## src/rtl/vending_pkg.sv

```systemverilog
// Shared types, coin values and the select-priority helper for the vending controller.
package vending_pkg;

  typedef enum logic [1:0] {
    IDLE   = 2'd0,
    CREDIT = 2'd1,
    VEND   = 2'd2,
    CHANGE = 2'd3
  } state_t;

  localparam int MAX_PRODUCTS = 8;

  localparam logic [2:0] NICKEL_V  = 3'd1;
  localparam logic [2:0] DIME_V    = 3'd2;
  localparam logic [2:0] QUARTER_V = 3'd5;

  // Isolates the lowest set bit; narrower request vectors are zero-extended by the caller.
  function automatic logic [MAX_PRODUCTS-1:0] lowest_one_hot(input logic [MAX_PRODUCTS-1:0] req);
    return req & (~req + 8'd1);
  endfunction

endpackage

```

## src/rtl/vending_ctrl_if.sv

```systemverilog
// Front-end / driver-side signal bundle of the vending controller.
interface vending_ctrl_if #(
  parameter int NUM_PRODUCTS = 2,
  parameter int CW           = 4
);
  logic                    nickel;
  logic                    dime;
  logic                    quarter;
  logic [NUM_PRODUCTS-1:0] select;
  logic [NUM_PRODUCTS-1:0] sold_out;
  logic                    coin_return;
  logic [NUM_PRODUCTS-1:0] dispense;
  logic                    return_nickel;
  logic                    return_dime;
  logic                    reject_coin;
  logic [CW-1:0]           credit;
  logic [1:0]              state;

  modport master (
    output nickel, dime, quarter, select, sold_out, coin_return,
    input  dispense, return_nickel, return_dime, reject_coin, credit, state
  );

  modport slave (
    input  nickel, dime, quarter, select, sold_out, coin_return,
    output dispense, return_nickel, return_dime, reject_coin, credit, state
  );
endinterface

```

## src/rtl/vending_change_unit.sv

```systemverilog
// Change payout sequencer: pays a loaded credit back one coin per cycle, dimes first, then a final nickel.
module vending_change_unit
  import vending_pkg::*;
#(
  parameter int CW = 4
) (
  input  logic          clk,
  input  logic          reset,
  input  logic          start,
  input  logic [CW-1:0] load,
  output logic          coin_dime,
  output logic          coin_nickel,
  output logic          done,
  output logic [CW-1:0] remaining
);
  localparam logic [CW-1:0] DIME_C   = CW'(DIME_V);
  localparam logic [CW-1:0] NICKEL_C = CW'(NICKEL_V);

  logic          busy_r;
  logic [CW-1:0] rem_r;

  // Coin paid this cycle and the credit left after it.
  always_comb begin
    coin_dime   = 1'b0;
    coin_nickel = 1'b0;
    remaining   = rem_r;
    if (busy_r && (rem_r >= DIME_C)) begin
      coin_dime = 1'b1;
      remaining = rem_r - DIME_C;
    end else if (busy_r && (rem_r == NICKEL_C)) begin
      coin_nickel = 1'b1;
      remaining   = rem_r - NICKEL_C;
    end else begin
      remaining = rem_r;
    end
  end

  assign done = busy_r && (remaining == {CW{1'b0}});

  // Load on start, then count down once per paid coin until empty.
  always_ff @(posedge clk) begin
    if (reset) begin
      busy_r <= 1'b0;
      rem_r  <= {CW{1'b0}};
    end else if (start) begin
      busy_r <= 1'b1;
      rem_r  <= load;
    end else if (busy_r) begin
      busy_r <= !done;
      rem_r  <= remaining;
    end else begin
      busy_r <= 1'b0;
      rem_r  <= rem_r;
    end
  end
endmodule

```

## src/rtl/vending_ctrl.sv

```systemverilog
// Vending controller: coin intake, product selection and change payout around a four-state FSM.
// Every interface output is driven straight from a register.
module vending_ctrl
  import vending_pkg::*;
#(
  parameter int NUM_PRODUCTS = 2,
  parameter int PRICE        = 4,
  parameter int MAX_CREDIT   = 10,
  parameter int CW           = 4
) (
  input  logic          clk,
  input  logic          reset,
  vending_ctrl_if.slave bus
);
  localparam logic [CW-1:0] PRICE_C = CW'(PRICE);
  localparam logic [CW+2:0] SUM_MAX = (CW+3)'(MAX_CREDIT);

  state_t                  state_r, state_next_s;
  logic [CW-1:0]           credit_r, credit_next_s;
  logic [NUM_PRODUCTS-1:0] dispense_r, dispense_next_s;
  logic                    return_nickel_r, return_nickel_next_s;
  logic                    return_dime_r, return_dime_next_s;
  logic                    reject_coin_r, reject_coin_next_s;

  logic                    coin_any_s, coin_fits_s, vend_ok_s;
  logic [2:0]              coin_val_s;
  logic [CW+2:0]           sum_s;
  logic [MAX_PRODUCTS-1:0] elig_s, pick_s;
  logic                    chg_start_s, chg_dime_s, chg_nickel_s, chg_done_s;
  logic [CW-1:0]           chg_rem_s;

  // Highest-value coin wins; lower coins presented alongside it are dropped silently.
  always_comb begin
    if (bus.quarter)     coin_val_s = QUARTER_V;
    else if (bus.dime)   coin_val_s = DIME_V;
    else if (bus.nickel) coin_val_s = NICKEL_V;
    else                 coin_val_s = 3'd0;
  end

  assign coin_any_s  = bus.nickel | bus.dime | bus.quarter;
  assign sum_s       = {3'b000, credit_r} + {{CW{1'b0}}, coin_val_s};
  assign coin_fits_s = (sum_s <= SUM_MAX);

  // Sold-out products never compete for the vend slot.
  always_comb begin
    elig_s                   = {MAX_PRODUCTS{1'b0}};
    elig_s[NUM_PRODUCTS-1:0] = bus.select & ~bus.sold_out;
  end

  assign pick_s    = lowest_one_hot(elig_s);
  assign vend_ok_s = (state_r == CREDIT) && (credit_r >= PRICE_C) &&
                     (pick_s != {MAX_PRODUCTS{1'b0}});

  // Next-state logic; within CREDIT a valid vend outranks a refund request.
  always_comb begin
    state_next_s = state_r;
    case (state_r)
      IDLE: begin
        if (coin_any_s && coin_fits_s) state_next_s = CREDIT;
        else                           state_next_s = IDLE;
      end
      CREDIT: begin
        if (vend_ok_s)            state_next_s = VEND;
        else if (bus.coin_return) state_next_s = CHANGE;
        else                      state_next_s = CREDIT;
      end
      VEND: begin
        if (credit_r != {CW{1'b0}}) state_next_s = CHANGE;
        else                        state_next_s = IDLE;
      end
      CHANGE: begin
        if (chg_done_s) state_next_s = IDLE;
        else            state_next_s = CHANGE;
      end
      default: state_next_s = IDLE;
    endcase
  end

  // Next values of credit and the registered output pulses.
  always_comb begin
    credit_next_s        = credit_r;
    dispense_next_s      = {NUM_PRODUCTS{1'b0}};
    return_nickel_next_s = 1'b0;
    return_dime_next_s   = 1'b0;
    reject_coin_next_s   = 1'b0;
    case (state_r)
      IDLE: begin
        if (coin_any_s && coin_fits_s) credit_next_s = sum_s[CW-1:0];
        else                           reject_coin_next_s = coin_any_s;
      end
      CREDIT: begin
        if (vend_ok_s) begin
          credit_next_s      = credit_r - PRICE_C;
          dispense_next_s    = pick_s[NUM_PRODUCTS-1:0];
          reject_coin_next_s = coin_any_s;
        end else if (bus.coin_return) begin
          reject_coin_next_s = coin_any_s;
        end else if (coin_any_s && coin_fits_s) begin
          credit_next_s = sum_s[CW-1:0];
        end else begin
          reject_coin_next_s = coin_any_s;
        end
      end
      VEND: reject_coin_next_s = coin_any_s;
      CHANGE: begin
        reject_coin_next_s   = coin_any_s;
        return_dime_next_s   = chg_dime_s;
        return_nickel_next_s = chg_nickel_s;
        credit_next_s        = chg_rem_s;
      end
      default: credit_next_s = {CW{1'b0}};
    endcase
  end

  // The payout sequencer is loaded on the edge that enters CHANGE.
  assign chg_start_s = (state_next_s == CHANGE) && (state_r != CHANGE);

  vending_change_unit #(.CW(CW)) u_change (
    .clk         (clk),
    .reset       (reset),
    .start       (chg_start_s),
    .load        (credit_r),
    .coin_dime   (chg_dime_s),
    .coin_nickel (chg_nickel_s),
    .done        (chg_done_s),
    .remaining   (chg_rem_s)
  );

  // State and output registers; reset overrides every input.
  always_ff @(posedge clk) begin
    if (reset) begin
      state_r         <= IDLE;
      credit_r        <= {CW{1'b0}};
      dispense_r      <= {NUM_PRODUCTS{1'b0}};
      return_nickel_r <= 1'b0;
      return_dime_r   <= 1'b0;
      reject_coin_r   <= 1'b0;
    end else begin
      state_r         <= state_next_s;
      credit_r        <= credit_next_s;
      dispense_r      <= dispense_next_s;
      return_nickel_r <= return_nickel_next_s;
      return_dime_r   <= return_dime_next_s;
      reject_coin_r   <= reject_coin_next_s;
    end
  end

  assign bus.state         = state_r;
  assign bus.credit        = credit_r;
  assign bus.dispense      = dispense_r;
  assign bus.return_nickel = return_nickel_r;
  assign bus.return_dime   = return_dime_r;
  assign bus.reject_coin   = reject_coin_r;
endmodule

```

## src/flat_wrapper.sv

```systemverilog
// flat-port wrapper written by rule: the top's interface ports become plain ports
module vending_ctrl_flat import vending_pkg::*;
#(
  parameter int NUM_PRODUCTS = 2,
  parameter int PRICE        = 4,
  parameter int MAX_CREDIT   = 10,
  parameter int CW           = 4
)
  (clk, reset, bus_nickel, bus_dime, bus_quarter, bus_select, bus_sold_out, bus_coin_return, bus_dispense, bus_return_nickel, bus_return_dime, bus_reject_coin, bus_credit, bus_state);
  vending_ctrl_if #(.NUM_PRODUCTS(NUM_PRODUCTS), .CW(CW)) bus_i ();
  input  logic clk;
  input  logic reset;
  input wire logic [$bits(bus_i.nickel)-1:0] bus_nickel;
  input wire logic [$bits(bus_i.dime)-1:0] bus_dime;
  input wire logic [$bits(bus_i.quarter)-1:0] bus_quarter;
  input wire logic [$bits(bus_i.select)-1:0] bus_select;
  input wire logic [$bits(bus_i.sold_out)-1:0] bus_sold_out;
  input wire logic [$bits(bus_i.coin_return)-1:0] bus_coin_return;
  output wire logic [$bits(bus_i.dispense)-1:0] bus_dispense;
  output wire logic [$bits(bus_i.return_nickel)-1:0] bus_return_nickel;
  output wire logic [$bits(bus_i.return_dime)-1:0] bus_return_dime;
  output wire logic [$bits(bus_i.reject_coin)-1:0] bus_reject_coin;
  output wire logic [$bits(bus_i.credit)-1:0] bus_credit;
  output wire logic [$bits(bus_i.state)-1:0] bus_state;
  assign bus_i.nickel = bus_nickel;
  assign bus_i.dime = bus_dime;
  assign bus_i.quarter = bus_quarter;
  assign bus_i.select = bus_select;
  assign bus_i.sold_out = bus_sold_out;
  assign bus_i.coin_return = bus_coin_return;
  assign bus_dispense = bus_i.dispense;
  assign bus_return_nickel = bus_i.return_nickel;
  assign bus_return_dime = bus_i.return_dime;
  assign bus_reject_coin = bus_i.reject_coin;
  assign bus_credit = bus_i.credit;
  assign bus_state = bus_i.state;
  vending_ctrl #(.NUM_PRODUCTS(NUM_PRODUCTS), .PRICE(PRICE), .MAX_CREDIT(MAX_CREDIT), .CW(CW)) u_core (.clk(clk), .reset(reset), .bus(bus_i));
endmodule
```

## config.mk

```make
export PLATFORM = sky130hd
export DESIGN_NAME = vending_ctrl_flat
export DESIGN_NICKNAME = d
export VERILOG_FILES = /design/src/rtl/vending_pkg.sv /design/src/rtl/vending_ctrl_if.sv /design/src/rtl/vending_change_unit.sv /design/src/rtl/vending_ctrl.sv /design/src/flat_wrapper.sv
export SDC_FILE = /design/constraint.sdc
export NUM_CORES = 1
export LEC_CHECK = 0
export CAP_MARGIN = 20
export CORE_ASPECT_RATIO = 1.25
export CORE_MARGIN = 5
export CORE_UTILIZATION = 39
export DETAILED_ROUTE_END_ITERATION = 12
export PLACE_DENSITY = 0.64
export SLEW_MARGIN = 10
export SYNTH_ARGS = -nofsm -noshare
export SYNTH_HDL_FRONTEND = slang
export SYNTH_SLANG_ARGS = --single-unit
export TNS_END_PERCENT = 100
```

## constraint.sdc

```tcl
create_clock -name clk -period 4.6 [get_ports clk]
set_input_delay 0.92 -clock clk [delete_from_list [all_inputs] [get_ports clk]]
set_output_delay 0.92 -clock clk [all_outputs]
set_load 0.1 [all_outputs]
```

==> results of run 1 <==
through the flow:
| step | hold slack, ns | utilization, % | power [mW] | instance area (um^2) | setup WS (ns) |
|---|---|---|---|---|---|
| global route | 0.644 | 49.7 | 1.17 | 1480 | 1.12 |
| CTS | 0.583 | 49.7 | 1.09 | 1480 | 1.25 |
| finish | 0.587 | 49.7 | 1.09 | 1480 | 1.26 |
| global placement | 0.564 | 48.5 | 0.985 | 1440 | 1.01 |
| detailed placement | 0.572 | 48.5 | 0.991 | 1440 | 0.953 |
| floorplan | 0.590 | - | 0.839 | 1210 | 1.56 |
state kept, by name, indices dropped and copies added (netlist names):
register                  count
u_core.bus.dispense           2
u_core.bus.credit             4
u_core.u_change.busy_r        1
u_core.bus.return_nickel      1
u_core.bus.reject_coin        1
u_core.bus.return_dime        1
u_core.u_change.rem_r         4
u_core.bus.state              2
Yosys cell counts (all sizes together):
cell	n
dfxtp	16
nor2	16
a21oi	13
nand2	11
ha	10
inv	8
a211oi	6
nor2b	6
o21ai	5
mux2i	4
nor3	4
o22ai	4
and2	3
clkbuf	3
nand2b	3
nand3	3
or2	3
a21o	2
a22oi	2
nor3b	2
nor4	2
o21a	2
o22a	2
o32ai	2
xor2	2
a211o	1
a2bb2oi	1
a32oi	1
buf	1
fa	1
nand4b	1
nor4bb	1
o21ba	1
o31ai	1
or3	1
or4	1
xnor2	1
logic make-up (layout without fill, tap and decap cells):
group | after synthesis | in the layout
compound gates | 43 | 43
fa+ha+maj | 11 | 11
buf+inv | 12 | 32
mux | 4 | 4
simple gates | 57 | 57
xor+xnor | 3 | 3
flops | 16 | 16
layer usage:
layer  global-route usage, %  part of all wire (%)  vias up
met5                       0                     0        -
met4                    5.42                   1.7        0
met3                    1.60                   3.1        5
met2                    24.6                    52       20
met1                    16.5                    43      507
li1                        -                     -      570
worst paths after layout:
path / end / slack [ns] / from / depth (start not counted)
worst min-delay path: u_core.u_change.rem_r[2] / 0.59 / u_core.bus.credit[2] / 2
worst min register to register: u_core.u_change.rem_r[2] / 0.59 / u_core.bus.credit[2] / 2
worst max-delay path: u_core.bus.credit[2] / 1.26 / bus_dime / 10
worst max register to register: u_core.bus.credit[2] / 2.14 / u_core.bus.credit[0] / 7
critical path: cells and delay by family:
family	cells	cell delay [ns]
AOI/OAI and AO/OA	5	1.24
adders and majority gates	2	0.65
buffers and inverters	2	0.52
xor gates and xnor gates	1	0.22
power by group through the flow:
stage / clock network [mW] / logic, mW / registers [mW]
final: 0.0947 / 0.737 / 0.254
after global routing: 0.102 / 0.807 / 0.265
after CTS: 0.0964 / 0.740 / 0.254
after detailed placement: 0 / 0.734 / 0.257
after global placement: 0 / 0.725 / 0.260
after floorplan: 0 / 0.434 / 0.406
final cells by class:
type | instances | area (um^2) | share of cell area (%)
multi-input cells | 118 | 847 | 57.3
repair buffers | 20 | 200 | 13.5
flip-flops and latches | 16 | 320 | 21.7
inverters | 8 | 30.0 | 2.03
clock buffers | 4 | 36.3 | 2.45
well taps | 36 | 45.0 | 3.05
==> metrics.log, run 1 <==
INFO  metric maxCapViolCount = 0
INFO  metric detail_route.iter0.violations = 41
INFO  metric htree_levels = 1
INFO  metric static-leakage-power = 0.577 nW
INFO  metric avgSynthCellArea = slightly above 8 um^2
INFO  metric maxSlewHeadroom = approximately 35%
INFO  metric cts-resized-gates = 0
INFO  metric hold_path.class = flip-flop to flip-flop
INFO  metric p_sw = around 0.6 mW
INFO  metric timing.setup.tns = 0 ns
INFO  metric clk_transition_reported_paths = about 0.10 ns
INFO  metric drtAntennaViolNets = 0
INFO  metric yosys.area.top_type_share = about a quarter
INFO  metric fp.coreArea = between 0.002 and 0.003 mm^2
INFO  metric synthesis.nets = ~170
INFO  metric first_global_vias = about 1,100
INFO  metric data_required_time_at_the_worst_endpoint = approximately 4.8 ns
INFO  metric finish.net_count = 188
INFO  metric netlist-cell-type-count = 46
INFO  metric drtPass1Iterations = 6
INFO  metric dr_total_vias = 1,102
INFO  metric fin_cells = 202
INFO  metric die_h = 72.4 um
INFO  metric setup.worst_path.start_class = input pin
INFO  metric layout.cells.most_common = sky130_fd_sc_hd__clkdlybuf4s50_1
INFO  metric worstSetupEndpointType = flip-flop
INFO  metric synthDominantAreaCellType = sky130_fd_sc_hd__dfxtp_1
INFO  metric ctsRootBufferMaster = sky130_fd_sc_hd__clkbuf_4
INFO  metric slowest_delay = 0.47 ns
INFO  metric synth-adder-area-share = a little under an eighth
INFO  metric critical_path.slowest_cell = sky130_fd_sc_hd__clkdlybuf4s50_1
INFO  metric p_int = 0.497 mW
INFO  metric timing.clock.skew = 0.00310 ns
INFO  metric hold_vio_cnt_final = 0
INFO  metric cp_cell_sequence = clkdlybuf4s50_1, inv_1, a21o_1, ha_1, fa_1, xor2_2, o22a_2, o22a_4, a211o_2, a211oi_2
INFO  metric die-area = 0.00433 mm^2
INFO  metric min_period_over_period = between 70% and 80%
INFO  metric grt_setup_unrepaired = false
INFO  metric groute.usage.overall = roughly 14%
INFO  metric wl_per_cell = approximately 14 um
INFO  metric synthesis.area = roughly 0.0012 mm^2
INFO  metric clock_tree_from_tritoncts = yes
INFO  metric layout.filler_cells = 305
INFO  metric comb_power_share = 67.9%
INFO  metric syn_to_final_growth = 21.9%
INFO  metric ir_drop = approximately 0.39 mV
INFO  metric cts_inserted_buffers = 3
INFO  metric post_synth_main_area_contributors = sky130_fd_sc_hd__dfxtp_1 (26%), sky130_fd_sc_hd__ha_1 (10%), sky130_fd_sc_hd__a21oi_1 (4.9%), sky130_fd_sc_hd__nor2_1 (4.9%), sky130_fd_sc_hd__nand2_1 (3.4%)
INFO  metric dp_hpwl = 2.21 mm
INFO  metric average_vias_per_placed_instance = ~5.5
INFO  metric seq_power_share = around a quarter
INFO  metric fmax = roughly 300 MHz
INFO  metric yosys.area_share.simple = 25.7%
INFO  metric crit_path_time_final = around 3.3 ns
INFO  metric placementRows = 22
INFO  metric drt_drc_violations_left = 0
INFO  metric synthesis.instances = between 100 and 150
INFO  metric clock_latency = about 0.29 ns
INFO  metric gpl.final_weighted_congestion = between 0.7 and 0.8
INFO  metric synth.area.mux_share = 3.30%
INFO  metric ctsHoldBuffers = 0
INFO  metric outcome = complete, no violations
INFO  metric detail_route.wirelength = around 2.8 mm
INFO  metric ys_warn_count = 0
INFO  metric synth_top_family_by_area = compound AO/OA/AOI/OAI gates
INFO  metric power.switching_fraction = between 50% and 60%
INFO  metric die_w = 59.9 um
INFO  metric setup.worst_path.class = input pin to flip-flop
INFO  metric grt_first_pass_wirelength = ~4.8 mm
INFO  metric largest_net_degree_at_the_start_of_global_routing = 17
INFO  metric layout-drive-gt1-share = 10.2%
INFO  metric synth_xor_xnor_area_share = 2.78%
INFO  metric seq_area_frac_synth = 26.4%
INFO  metric placed_cells = about 200
INFO  metric i_o_buffers = 20
INFO  metric worst-endpoint-arrival = 3.56 ns
INFO  metric layout.cells.most_common_list = sky130_fd_sc_hd__clkdlybuf4s50_1 (20), sky130_fd_sc_hd__nor2_1 (16), sky130_fd_sc_hd__dfxtp_1 (16), sky130_fd_sc_hd__a21oi_1 (12), sky130_fd_sc_hd__nand2_1 (11)
INFO  metric worst_case_clock_buffer_depth = 2
INFO  metric critical_path.max_fanout = 5
INFO  metric floorplan.initialDensity = between 40% and 50%
INFO  metric cellPowerDensity = between 700 and 800 mW/mm^2
INFO  metric synth_compound_area_share = approximately a quarter
INFO  metric num_io_pins = 21
INFO  metric cts.sinks = 16
INFO  metric maxSlewViolCount = 0
INFO  metric antenna_found_initial = 0
INFO  metric setup_violations = 0
INFO  metric diodes = 0
INFO  metric postSynthRegisterBits = 16
INFO  metric worst_pin_slew = roughly 0.98 ns
INFO  metric postCtsSetupBuffers = 0
INFO  metric power_frac_clock = under 10%
INFO  metric grt-ovfl-total = 0
No activity file was read; power rests on OpenSTA's default activity.
==> inputs of run 2 (changes only) <==
PLACE_DENSITY = 0.66   (was 0.64)
clock period = 2.8 ns   (was 4.6 ns; I/O delays follow)
==> run 2 against run 1 <==
Effect of this change:
- flip-flop and latch count stayed put
- utilization up 3.1 points
- wire length increased by 8.2%
- power up 75%
- hold slack got worse by 0.062 ns
- non-clock buffer count grew 10
- combinational power up 80%
- sequential power rose by 66%
- sequential share of layout area is 1.1 points lower
- clock-buffer cell count is the same
- first-iteration DRC count up 49%
- worst setup slack got worse by 1.1 ns
- largest power group unchanged
- highest routed layer unchanged
==> metrics.log, run 2 (synthesis results as in run 1) <==
INFO  metric worst_case_clock_buffer_depth = 2 (unchanged)
INFO  metric htree_levels = 1 (unchanged)
INFO  metric timing.setup.tns = 0 ns (unchanged)
INFO  metric groute.usage.overall = 15.7% (+1.9 points)
INFO  metric diodes = 0 (unchanged)
INFO  metric dp_hpwl = 2.26 mm (+2.4%)
INFO  metric placementRows = 22 (unchanged)
INFO  metric comb_power_share = 69.8% (+1.9 points)
INFO  metric layout-drive-gt1-share = 25.6% (+15 points)
INFO  metric die_w = 59.9 um (unchanged)
INFO  metric cts_inserted_buffers = 3 (unchanged)
INFO  metric drtAntennaViolNets = 0 (unchanged)
INFO  metric average_vias_per_placed_instance = 5.56 (+1.9%)
INFO  metric drtPass1Iterations = 4 (-2)
INFO  metric min_period_over_period = 94.8%
INFO  metric power_frac_clock = 8.1% (-0.6 points)
INFO  metric cellPowerDensity = 1210 mW/mm^2 (+65%)
INFO  metric hold_vio_cnt_final = 0 (unchanged)
INFO  metric p_sw = 1.01 mW (+71%)
INFO  metric ctsHoldBuffers = 0 (unchanged)
INFO  metric antenna_found_initial = 0 (unchanged)
INFO  metric floorplan.initialDensity = 40.8% (unchanged)
INFO  metric setup_violations = 0 (unchanged)
INFO  metric timing.clock.skew = 0.00419 ns (+0.00110 ns)
INFO  metric grt_first_pass_wirelength = 5.47 mm (+15%)
INFO  metric ir_drop = 0.743 mV (+92%)
INFO  metric grt_setup_unrepaired = false
INFO  metric worst_r2r_path_depth = 8 (+1)
INFO  metric maxSlewViolCount = 0 (unchanged)
INFO  metric die_h = 72.4 um (unchanged)
INFO  metric multi_input_area = 893 um^2 (+5.5%)
INFO  metric setup.worst_path.start_class = input pin
INFO  metric clk_transition_reported_paths = 0.10 ns (about the same)
INFO  metric finish.net_count = 198 (+5.3%)
INFO  metric ctsRootBufferMaster = sky130_fd_sc_hd__clkbuf_4
INFO  metric largest_net_degree_at_the_start_of_global_routing = 17 (unchanged)
INFO  metric outcome = complete, no violations
INFO  metric hold_path.class = flip-flop to flip-flop
INFO  metric clock_tree_from_tritoncts = yes
INFO  metric layout.cells.most_common_list = sky130_fd_sc_hd__buf_4 (21), sky130_fd_sc_hd__nor2_1 (16), sky130_fd_sc_hd__dfxtp_1 (14), sky130_fd_sc_hd__a21oi_1 (12), sky130_fd_sc_hd__nand2_1 (11)
INFO  metric die-area = 0.00433 mm^2 (unchanged)
INFO  metric crit_path_time_final = about 2.7 ns
INFO  metric worst_pin_slew = 0.410 ns (-0.568 ns)
INFO  metric clock_latency = 0.29 ns (about the same)
INFO  metric dr_total_vias = 1,179 (+7.0%)
INFO  metric fp.coreArea = 0.00297 mm^2 (unchanged)
INFO  metric worst_hold_path.num_cells = 2 (unchanged)
INFO  metric power.switching_fraction = 52.9% (-1.3 points)
INFO  metric seq_power_share = 22.1% (-1.3 points)
INFO  metric first_global_vias = 1,241 (+11%)
INFO  metric worstSetupEndpointType = flip-flop
INFO  metric wl_per_cell = 14.1 um (+3.1%)
INFO  metric ff_latch_area = 323 um^2 (+0.78%)
INFO  metric drt_drc_violations_left = 0 (unchanged)
INFO  metric data_required_time_at_the_worst_endpoint = 3.00 ns (-1.81 ns)
INFO  metric cts.sinks = 16 (unchanged)
INFO  metric fmax = approximately 380 MHz
INFO  metric total_power_after_layout = 1.90 mW (+75%)
INFO  metric detail_route.iter0.violations = 61 (+49%)
INFO  metric layout.filler_cells = 283 (-7.2%)
INFO  metric i_o_buffers = 20 (unchanged)
INFO  metric grt-ovfl-total = 0 (unchanged)
INFO  metric maxSlewHeadroom = 72.5% (+38 points)
INFO  metric p_int = 0.897 mW (+80%)
INFO  metric num_io_pins = 21 (unchanged)
INFO  metric detail_route.wirelength = 2.99 mm (+8.2%)
INFO  metric maxCapViolCount = 0 (unchanged)
INFO  metric critical_path.max_fanout = 5 (unchanged)
INFO  metric gpl.final_weighted_congestion = 0.830 (+6.8%)
INFO  metric static-leakage-power = 0.655 nW (+14%)
INFO  metric layout.cells.most_common = sky130_fd_sc_hd__buf_4
INFO  metric worst-endpoint-arrival = 2.85 ns (-0.71 ns)
INFO  metric syn_to_final_growth = 29.5%
INFO  metric setup.worst_path.class = input pin to flip-flop
[run 2: power by group through the flow]
| stage | clock [mW] | combinational [mW] | sequential (mW) |
|---|---|---|---|
| CTS | 0.161 | 1.30 | 0.421 |
| detailed placement | 0 | 1.22 | 0.425 |
| global placement | 0 | 1.20 | 0.423 |
| global route | 0.170 | 1.47 | 0.435 |
| floorplan | 0 | 0.713 | 0.670 |
| finish | 0.154 | 1.33 | 0.421 |
[run 2: through the flow]
| step | std cells | worst slack [ns] | util, % | instance area (um^2) | hold WS (ns) |
|---|---|---|---|---|---|
| after floorplan | 146 | 0.0935 | - | 1220 | 0.590 |
| after global placement | 204 | -0.419 | 49.2 | 1460 | 0.501 |
| after detailed placement | 204 | -0.519 | 49.2 | 1460 | 0.511 |
| after CTS | 212 | 0.110 | 52.5 | 1560 | 0.522 |
| after global routing | 212 | 0.0326 | 52.9 | 1570 | 0.560 |
| final | 212 | 0.147 | 52.9 | 1570 | 0.525 |
[run 2: what timing repair did]
action	CTS	global route
setup endpoints to repair	5	1
pin swaps	11	2
buffers inserted	4	0
gates resized for setup	10	1
[run 2: final timing paths]
| check | end | slack [ns] | from |
|---|---|---|---|
| max reg2reg | u_core.bus.credit[3] | 0.53 | u_core.bus.credit[0] |
| min reg2reg | u_core.bus.credit[1] | 0.53 | u_core.bus.credit[1] |
| max | u_core.bus.credit[3] | 0.15 | bus_dime |
| min | u_core.bus.credit[1] | 0.53 | u_core.bus.credit[1] |
[run 2: per-layer routing]
layer / track usage (%) / up-vias / share of wire [%] / wire length [um]
met3: 2.67 / 8 / 4.1 / 123
met4: 5.42 / 0 / 2.1 / 64
met2: 27.5 / 29 / 52 / 1550
met1: 18.9 / 556 / 42 / 1260
li1: - / 586 / - / -
met5: 0 / - / 0 / 0
[run 2: area by class of cell]
| cell class | count | share of cell area (%) |
|---|---|---|
| multi-input cells | 118 | 56.8 |
| flip-flops and latches | 16 | 20.5 |
| repair buffers | 30 | 15.5 |
| well taps | 36 | 2.87 |
| clock buffers | 4 | 2.31 |
| inverters | 8 | 1.91 |
[run 2: critical path, cell delays in order]
cell and delay [ns]:
sky130_fd_sc_hd__dlygate4sd2_1 0.21, sky130_fd_sc_hd__inv_1 0.05, sky130_fd_sc_hd__a21o_1 0.20, sky130_fd_sc_hd__ha_4 0.18
sky130_fd_sc_hd__fa_2 0.57, sky130_fd_sc_hd__and2_4 0.16, sky130_fd_sc_hd__a2bb2oi_4 0.15, sky130_fd_sc_hd__o22a_4 0.18
sky130_fd_sc_hd__nor3_1 0.06, sky130_fd_sc_hd__or4_1 0.41, sky130_fd_sc_hd__o32ai_2 0.11
